--- config.mk ---
export PLATFORM = sky130hd
export DESIGN_NAME = encoder8x3_irq
export DESIGN_NICKNAME = d
export VERILOG_FILES = /design/src/rtl/encoder8x3_irq.sv
export SDC_FILE = /design/constraint.sdc
export NUM_CORES = 1
export LEC_CHECK = 0
export ABC_AREA = 1
export BUFFER_PORTS_ARGS = -buffer_cell sky130_fd_sc_hd__buf_2
export CORE_AREA = 4 4 52 58
export CTS_BUF_LIST = sky130_fd_sc_hd__clkbuf_4 sky130_fd_sc_hd__clkbuf_8
export CTS_CLUSTER_SIZE = 16
export DETAILED_ROUTE_END_ITERATION = 8
export DIE_AREA = 0 0 56 62
export HOLD_SLACK_MARGIN = 0.03
export PLACE_DENSITY = 0.62
export SLEW_MARGIN = 20
export SYNTH_ARGS = -nofsm -noshare
export SYNTH_HDL_FRONTEND = slang
export SYNTH_SLANG_ARGS = --single-unit
--- constraint.sdc ---
create_clock -name CLK -period 1.42 [get_ports CLK]
set_clock_uncertainty 0.15 [all_clocks]
set_input_delay 0.284 -clock CLK [delete_from_list [all_inputs] [get_ports CLK]]
set_output_delay 0.284 -clock CLK [all_outputs]
set_load 0.03 [all_outputs]
--- src/rtl/encoder8x3_irq.sv ---
// Registered 8-to-3 priority encoder: active-low request lines are edge-captured into
// pending bits and granted highest-index-first over a VALID/ACK handshake. ENC_SYNC_EN adds a 2-flop IL synchronizer.
module encoder8x3_irq (
  input  logic       CLK,
  input  logic       RST_L,
  input  logic       EN,
  input  logic [7:0] IL,
  input  logic       ACK,
  output logic [2:0] DOUT,
  output logic       VALID,
  output logic       GSL
);
  localparam int NUM_LANES = 8;
  localparam int IDX_W     = 3;

  typedef enum logic {IDLE, HOLD} state_t;

  logic [NUM_LANES-1:0] il_s;
  logic [NUM_LANES-1:0] il_q;
  logic [NUM_LANES-1:0] pend_q, pend_d;
  logic [NUM_LANES-1:0] fall, clr;
  logic                 cap_en;

`ifdef ENC_SYNC_EN
  localparam int ARM = 3;
  logic [NUM_LANES-1:0] sync1_q, sync2_q;

  always_ff @(posedge CLK or negedge RST_L) begin
    if (!RST_L) begin
      sync1_q <= '1;
      sync2_q <= '1;
    end else begin
      sync1_q <= IL;
      sync2_q <= sync1_q;
    end
  end

  assign il_s = sync2_q;
`else
  localparam int ARM = 1;
  assign il_s = IL;
`endif

  // Capture is held off until the history path has seen a real sample of IL, so a
  // line already low when reset releases is not mistaken for a fresh request.
  logic [ARM-1:0] arm_q, arm_d;
  assign arm_d  = ARM'({arm_q, 1'b1});
  assign cap_en = arm_q[ARM-1];

  always_ff @(posedge CLK or negedge RST_L) begin
    if (!RST_L) arm_q <= '0;
    else        arm_q <= arm_d;
  end

  state_t           state_q, state_d;
  logic [IDX_W-1:0] dout_q, dout_d;
  logic             valid_q, valid_d;
  logic             gsl_q, gsl_d;

  // Only a HOLD-state acknowledge retires the presented bit.
  assign clr = (state_q == HOLD && ACK) ? (NUM_LANES'(1) << dout_q) : '0;

  for (genvar i = 0; i < NUM_LANES; i++) begin : g_lane
    assign fall[i]   = cap_en & il_q[i] & ~il_s[i];
    assign pend_d[i] = fall[i] | (pend_q[i] & ~clr[i]);
  end

  always_ff @(posedge CLK or negedge RST_L) begin
    if (!RST_L) begin
      il_q   <= '1;
      pend_q <= '0;
    end else begin
      il_q   <= il_s;
      pend_q <= pend_d;
    end
  end

  function automatic logic [IDX_W-1:0] hi_idx(input logic [NUM_LANES-1:0] v);
    hi_idx = '0;
    for (int i = 0; i < NUM_LANES; i++)
      if (v[i]) hi_idx = IDX_W'(i);
  endfunction

  always_comb begin
    state_d = state_q;
    dout_d  = dout_q;
    valid_d = valid_q;
    case (state_q)
      IDLE: begin
        if (EN && |pend_q) begin
          dout_d  = hi_idx(pend_q);
          valid_d = 1'b1;
          state_d = HOLD;
        end
      end
      HOLD: begin
        if (ACK) begin
          valid_d = 1'b0;
          state_d = IDLE;
        end
      end
      default: begin
        valid_d = 1'b0;
        state_d = IDLE;
      end
    endcase
    gsl_d = ~(EN & |pend_d);
  end

  always_ff @(posedge CLK or negedge RST_L) begin
    if (!RST_L) begin
      state_q <= IDLE;
      dout_q  <= '0;
      valid_q <= 1'b0;
      gsl_q   <= 1'b1;
    end else begin
      state_q <= state_d;
      dout_q  <= dout_d;
      valid_q <= valid_d;
      gsl_q   <= gsl_d;
    end
  end

  assign DOUT  = dout_q;
  assign VALID = valid_q;
  assign GSL   = gsl_q;

endmodule

==> impl_metrics.env <==
export IMPL_port_buffers=16
export IMPL_place_hpwl_um=1485
export IMPL_hold_start="EN"
export IMPL_post_synth_cell_area_avg_um2=8.803
export IMPL_drc=0
export IMPL_setup_viol=1
export IMPL_synthCells=112
export IMPL_htreeDepth=1
export IMPL_place_ws_ns=-0.02547
export IMPL_finalCritPeriodShare_pct=100.5
export IMPL_violations="negative setup slack"
export IMPL_power_leakage_nw=0.5908
export IMPL_outcome="complete, but fails checks"
export IMPL_worstSkewPairLatency_ns=0.31
export IMPL_cts_tree="yes"
export IMPL_hold_viol=0
export IMPL_routedWlPerCell_um=11.83
export IMPL_holdPathEnd="state_q"
export IMPL_fin_setup_tns_ns=-0.006440
export IMPL_finish_net_count=160
export IMPL_initialDrtViolationCount=10
export IMPL_ys_warnings_count=0
export IMPL_initial_core_util_pct=39.88
export IMPL_fillCellCount=258
export IMPL_start_kind="flop"
export IMPL_critPathMaxFanout=4
export IMPL_die_area_mm2=0.003472
export IMPL_die_width_um=56
export IMPL_path_class="flop to flop"
export IMPL_grt_use_total_pct=13.95
export IMPL_maxCapViolCount=0
export IMPL_die_y_um=62
export IMPL_postRouteAntennaNets=0
export IMPL_place_area_mm2=0.001102
export IMPL_clock_fmax_mhz=701.0
export IMPL_cp_end_kind="flop"
export IMPL_hp_class="primary input to flop"
export IMPL_holdPathStages=4
export IMPL_grt_pass1_wl_um=3712
export IMPL_setup_ws_ns=-0.006440
export IMPL_max_slew_worst_pin_slew_ns=0.5045
export IMPL_whs_ns=0.2150
export IMPL_core_mm2=0.002472
export IMPL_root_buffer="clkbuf_4"
export IMPL_ctsLongestPathBuffers=2
export IMPL_multi_input_area_um2=376.6
export IMPL_worstPathArrival_ns=1.54
export IMPL_firstDrtPassIters=4
export IMPL_grt_max_degree=24
export IMPL_synth_seq_cells=23
export IMPL_rows=19
export IMPL_max_slew_margin_rel_pct=66.36
export IMPL_syn_area_um2=985.9
export IMPL_fin_total_pwr_mw=1.863
export IMPL_cts_buffers=3
export IMPL_wirelength_um=2105
export IMPL_overflow=0
export IMPL_clkTransAtPathRegs_ns=0.13
export IMPL_antenna_found_initial=0
export IMPL_vias=822
export IMPL_timing_rr_end="GSL"
export IMPL_cp_required_ns=1.54
export IMPL_gp_congestion=0.7988
export IMPL_vdd_drop_max_mv=0.9264
export IMPL_pin_count=17
export IMPL_min_period_ns=1.426
export IMPL_reg2reg_depth=8
export IMPL_r2r_setup_slack_ns=-0.006
export IMPL_drive_gt1_share_pct=38.78
export IMPL_finalMaxSlewViolations=0
export IMPL_syn_nets=124
export IMPL_powerDensity_mw_per_mm2=1391
export IMPL_antenna_cells=0
export IMPL_viasPerCell=4.618
export IMPL_final_cell_area_mm2=0.001339
export IMPL_worst_r2r_startpoint="state_q"
export IMPL_syn2layout_area_growth_pct=35.79
export IMPL_yosysSeqAreaShare_pct=59.52
export IMPL_grt_pass1_vias=875
export IMPL_clkSinkCount=23
export IMPL_ys_types=16
export IMPL_seqCellArea_um2=591.8
export IMPL_rsz0062_at_grt="true"
export IMPL_cp_startpoint="state_q"
## where the power goes
group          switching, mW  leakage [nW]  internal, mW
clock                  0.193        0.0177         0.105
sequential             0.147         0.241         0.806
combinational          0.342         0.333         0.270
## worst max-delay path, cell delays in order (launching register included)
cell and delay, ns:
dfrtp_2 0.43, nand2_4 0.09, nor2_4 0.15, nand2_2 0.07
a21oi_2 0.15, nand2_1 0.08, nor2_2 0.13, nand2_1 0.07
nand2_1 0.06
## final cells by class
cell class,instances,share of cell area (%)
Multi-Input combinational cell,72,28.13
Clock buffer,3,1.682
Tap cell,31,2.897
Inverter,16,4.486
Sequential cell,23,44.21
Timing Repair Buffer,32,18.22
Clock inverter,1,0.3738
## metrics by stage
stage	instances	util (%)
2_1_floorplan	112	-
3_3_place_gp	158	44.59
3_5_place_dp	158	44.59
4_1_cts	173	51.01
5_1_grt	178	54.15
6_report	178	54.15
## cells in the mapped netlist
library cell | instances | area (um2)
nand2_1 | 27 | 101.4
nor2_1 | 22 | 82.58
inv_1 | 16 | 60.06
dfrtp_1 | 14 | 350.3
dfstp_2 | 9 | 236.5
a21oi_2 | 5 | 43.79
o21ai_0 | 5 | 25.02
a21oi_1 | 3 | 15.01
nand3_1 | 3 | 15.01
o21a_1 | 2 | 15.01
clkbuf_1 | 1 | 3.750
conb_1 | 1 | 3.750
nand2_2 | 1 | 6.260
nor2_2 | 1 | 6.260
nor2_4 | 1 | 11.26
nor3_2 | 1 | 10.01
## worst max path at each step
stage,end,slack [ns],depth (start not counted)
6_report,GSL,-0.006,8
5_1_grt,GSL,-0.16,8
2_1_floorplan,GSL,0.04,8
4_1_cts,GSL,-0.000006,1
3_3_place_gp,GSL,-0.03,8
3_5_place_dp,GSL,-0.03,8
## flip-flops by register name, indices dropped and copies added (netlist names)
register / flops
DOUT: 3
state_q: 1
VALID: 1
pend_q: 8
il_q: 8
arm_q: 1
GSL: 1
## cell usage in the layout, fill, tap and decap left out, types with 3 or more instances in the layout
cell,synthesis,routed
inv_1,16,15
nand2_1,27,25
buf_4,0,6
a21oi_2,5,5
dfrtp_2,0,4
nor2_1,22,16
a21oi_1,3,3
dfrtp_1,14,10
dfstp_2,9,9
buf_2,0,13
o21ai_0,5,4
buf_6,0,3
dlygate4sd3_1,0,10
nor2_2,1,5
clkbuf_4,0,3
nor2_4,1,3
nand3_1,3,3
## timing repair
item | in CTS | in global routing
endpoints found under the setup margin | 2 | 9
hold endpoints to repair | 23 | 0
gates resized for setup | 7 | 18
pin swaps | 1 | 8
buffers inserted | 1 | 5
hold buffers | 10 | 0
## routing by layer
layer  vias to the layer above  share of wire (%)  GRT usage (%)
li1                        413                  -              -
met1                       378                 43          17.08
met2                        25                 49          23.37
met3                         6                5.5          3.099
met4                         0                2.7          7.797
met5                         -                  0              0
## kinds of logic (layout without fill, tap and decap cells)
logic type,count (synthesis),count (layout),synth area share (%)
other,1,1,0.3803
AO/OA/AOI/OAI,15,15,10.02
flip-flops,23,23,59.52
buffers and inverters,17,52,6.472
AND/OR/NAND/NOR,56,56,23.60
Note: power is estimated with default switching activity, not from simulation.
